[config.mk]
export PLATFORM = sky130hd
export DESIGN_NAME = button_conditioner
export DESIGN_NICKNAME = d
export VERILOG_FILES = /design/src/rtl/button_conditioner.sv
export SDC_FILE = /design/constraint.sdc
export NUM_CORES = 1
export LEC_CHECK = 0
export BUFFER_PORTS_ARGS = -buffer_cell sky130_fd_sc_hd__buf_2
export CAP_MARGIN = 0
export CORE_MARGIN = 2
export CORE_UTILIZATION = 35
export DETAILED_ROUTE_END_ITERATION = 6
export PLACE_DENSITY_LB_ADDON = 0.12
export SLEW_MARGIN = 20
export SYNTH_ARGS = -nofsm -noshare
export SYNTH_HDL_FRONTEND = slang
export SYNTH_SLANG_ARGS = --single-unit
[constraint.sdc]
create_clock -name clk -period 1.2 [get_ports clk]
set_clock_uncertainty 0.2 [all_clocks]
set_input_delay 0.06 -clock clk [delete_from_list [all_inputs] [get_ports clk]]
set_output_delay 0.06 -clock clk [all_outputs]
set_load 0.005 [all_outputs]
[src/rtl/button_conditioner.sv]
// Button front end: three raw push-buttons (start, stop, reset) become
// clean single-cycle command pulses. Each button goes through a 2-flop
// synchronizer, a counter-based debouncer and a rising-edge detector.
// A registered priority stage then keeps the command pulses mutually exclusive.
module button_conditioner #(
   parameter int DEBOUNCE_CYCLES = 4
) (
   input  logic       clk,
   input  logic       rst_n,
   input  logic       btn_start_raw,
   input  logic       btn_stop_raw,
   input  logic       btn_reset_raw,
   output logic       start,
   output logic       stop,
   output logic       sync_reset,
   output logic [2:0] btn_level
);

   localparam int CNT_W = $clog2(DEBOUNCE_CYCLES);
   localparam logic [CNT_W-1:0] CNT_LAST = CNT_W'(DEBOUNCE_CYCLES - 1);

   // Bit order everywhere: {reset, stop, start}
   logic [2:0]       raw;
   logic [2:0]       sync_meta;
   logic [2:0]       sync;
   logic [2:0]       db;
   logic [2:0]       db_d;
   logic [2:0]       raw_pulse;
   logic [CNT_W-1:0] cnt [3];

   logic next_start;
   logic next_stop;
   logic next_sync_reset;

   assign raw       = {btn_reset_raw, btn_stop_raw, btn_start_raw};
   assign raw_pulse = db & ~db_d;
   assign btn_level = db;

   // Two-flop synchronizer for the asynchronous button inputs
   always_ff @(posedge clk or negedge rst_n) begin
      if (!rst_n) begin
         sync_meta <= '0;
         sync      <= '0;
      end else begin
         sync_meta <= raw;
         sync      <= sync_meta;
      end
   end

   // Debouncer: accept a new level only after DEBOUNCE_CYCLES consecutive
   // mismatching samples; any matching sample restarts the count
   always_ff @(posedge clk or negedge rst_n) begin
      if (!rst_n) begin
         db <= '0;
         for (int unsigned i = 0; i < 3; i++) begin
            cnt[i] <= '0;
         end
      end else begin
         for (int unsigned i = 0; i < 3; i++) begin
            if (sync[i] == db[i]) begin
               cnt[i] <= '0;
            end else if (cnt[i] == CNT_LAST) begin
               db[i]  <= sync[i];
               cnt[i] <= '0;
            end else begin
               cnt[i] <= cnt[i] + CNT_W'(1);
            end
         end
      end
   end

   // Edge-history register for press detection
   always_ff @(posedge clk or negedge rst_n) begin
      if (!rst_n) begin
         db_d <= '0;
      end else begin
         db_d <= db;
      end
   end

   // Priority: reset beats stop, stop beats start; losers are dropped
   always_comb begin
      next_start      = 1'b0;
      next_stop       = 1'b0;
      next_sync_reset = 1'b0;
      if (raw_pulse[2]) begin
         next_sync_reset = 1'b1;
      end else if (raw_pulse[1]) begin
         next_stop = 1'b1;
      end else begin
         next_start = raw_pulse[0];
      end
   end

   // Registered command outputs
   always_ff @(posedge clk or negedge rst_n) begin
      if (!rst_n) begin
         start      <= 1'b0;
         stop       <= 1'b0;
         sync_reset <= 1'b0;
      end else begin
         start      <= next_start;
         stop       <= next_stop;
         sync_reset <= next_sync_reset;
      end
   end

endmodule

==> reports/results.txt <==
Outcome = completed
Mapped Nets = 48
Antenna cells = 0
Slew Limit Fails = 0
Crit Path Category = flop to flop
Reg2reg start = cnt[4]
Port buffer count = 10
Mapped cell area = 721 um^2
WP data required = 1190 ps
Number of synthesized register bits = 21
Critical path, cell by cell = ha_2 > mux2_4
Via count = 375
Antenna Nets Post-Route = 0
Drt wl/cell = 11.0 um
Reg2reg path depth = 2
Initial drt markers = 4
Worst vdd ir = 1050 uV
Leak Pwr = 0.442 nW
Gr usage total = 0.0940
Die Span Y = 49.4 um
Count of different cell masters after synthesis = 10
Root buffer cell = clkbuf_4
Area grow syn2layout = 28.5%
Worst EP arrival = 1190 ps
Slowest Stage Delay on Critical Path = 410 ps
FF-to-FF setup slack = 6 ps
Cell count along the critical path = 2
Vias/cell = 4.17
Final Hold Fails = 0
Core area = 1940 um^2
IO Count = 11
Dpl ws = -13.3 ps
R2r endpoint = btn_level[0]
H-tree depth = 1
Worst hold path type = input port to async pin
GPL Wtd Cong = 0.663
Worst-path fanout max = 2
Clock sink total = 21
Clock tree buffer depth = 2
Peak Freq = 0.838 GHz
Final #Nets = 72
Reported max-cap violation count = 0
Site row count = 16
CP endpoint kind = flop
Ys Warns = 0
Post-synthesis sequential area ratio = 0.729
CTS Buf Count = 3
Skew-Pair Late Insertion Delay = 300 ps
Layout fillers = 177
Multi-input logic area = 210 um^2
Largest net degree at the start of global routing = 22
Relative slew slack = 0.708
Placed cell areas = 820 um^2
Dominant cell type by area after synthesis = dfrtp_1
Final WL = 986 um
Sequential cell area = 527 um^2
CP bufs+invs = 0
TritonRoute pass-1 iters = 3
DP Wirelength = 720 um
Antenna violations before repair = 0
Global-route wire length before repair = 1630 um
Cell class contributing the biggest share of worst-path delay = flip-flops
Layout cells sized above 1 = 0.492
Power per cell area = 2280 nW/um^2
Minimum clock period after layout = 1190 ps
Least-Margin Pin Slew = 437 ps
CTS tree = done
Worst-path clk slew = 110 ps
Initial Util = 0.371
Final Instance Area = 926 um^2
Period utilization = 0.995
Final worst slack = 6.34 ps
Largest cells by area after synthesis = dfrtp_1 73%, ha_1 5.2%, mux2_2 4.7%
CP startpoint kind = flop
DIE AREA = 2440 um^2
Slowest CP cell = dfrtp_1
Number of global-route vias before repair = 384
RSZ-0062 raised after global routing = yes
GRT overflow = 0
Post-route DRC = 0
Final setup viols = 0
Die span in x = 49.4 um
Syn Inst Count = 40
Share of the synthesized area in the top cell type = 0.729
Syn avg cell area = 18.0 um^2
[metal layers]
metal	routed length [um]	GRT usage	up-vias
met3	55	0.0429	5
met5	0	0	-
met1	386	0.103	180
met2	506	0.135	12
met4	37	0.0833	0
li1	-	-	178
[worst register-to-register path, stage by stage (launching register included)]
cell     delay (ps)
dfrtp_1         410
ha_2            190
mux2_4          290
[power breakdown]
group	total [mW]	switching, mW	internal [mW]	leakage (nW)
combinational	0.680	0.249	0.431	0.167
sequential	1.11	0.157	0.949	0.258
clock	0.321	0.196	0.124	0.0177
[timing repair]
action                                  4_1_cts  5_1_grt
endpoints found under the hold margin        24        0
endpoints found under the setup margin        4        6
buffers inserted                              2        1
hold buffers                                  4        0
resized for setup                             2        4
cloned                                        0        0
pin swaps                                     1        2
[cell usage after synthesis, drive strengths merged]
cell,n
and2b,1
mux2,3
dfrtp,21
nor4b,1
nor3,3
xnor2,3
ha,3
nor2b,5
[worst max-delay path by stage]
stage | startpoint | slack, ps | endpoint
2_1_floorplan | cnt[2] | 30 | btn_level[1]
3_3_place_gp | cnt[0] | 30 | btn_level[2]
3_5_place_dp | cnt[0] | -10 | btn_level[2]
4_1_cts | cnt[0] | 0.1 | btn_level[2]
5_1_grt | btn_level[1] | -20 | btn_level[1]
6_report | cnt[4] | 6 | btn_level[0]
[metrics by stage]
step	std cells	hold WS, ps	TNS (ps)	utilization	power, mW
after floorplan	40	-436	0	-	1.47
after global placement	79	-188	0	0.422	1.64
after detailed placement	79	-173	-14.2	0.422	1.70
after CTS	89	24.5	0	0.467	2.09
after global routing	90	46.9	-85.4	0.477	2.26
final	90	28.5	0	0.477	2.11
[sequential cells by signal (all words and copies together), names as in the netlist]
| name | count |
|---|---|
| btn_level | 3 |
| cnt | 6 |
| db_d | 3 |
| start | 1 |
| stop | 1 |
| sync | 3 |
| sync_meta | 3 |
| sync_reset | 1 |
[final cells by class]
| cell class | count | area share |
|---|---|---|
| multi-input combinational | 19 | 0.227 |
| sequential | 21 | 0.569 |
| timing repair buffer | 19 | 0.138 |
| tap | 27 | 0.0365 |
| clock inverter | 1 | 0.00541 |
| clock buffer | 3 | 0.0243 |
[placed cells by master, fill, tap and decap left out, types with 2 or more instances in the layout]
master          n
dfrtp_1        20
buf_2          10
buf_4           5
nor2b_1         4
dlygate4sd3_1   4
xnor2_1         3
ha_2            3
clkbuf_4        3
nor3_2          2
mux2_4          2
[logic make-up after synthesis]
kind of cell / after synthesis / share of synthesized area
xor gates and xnor gates: 3 / 0.0365
DFF: 21 / 0.729
muxes: 3 / 0.0469
and+or+nand+nor: 10 / 0.135
adders and majority gates: 3 / 0.0521
Note: power is estimated with default switching activity, not from simulation.
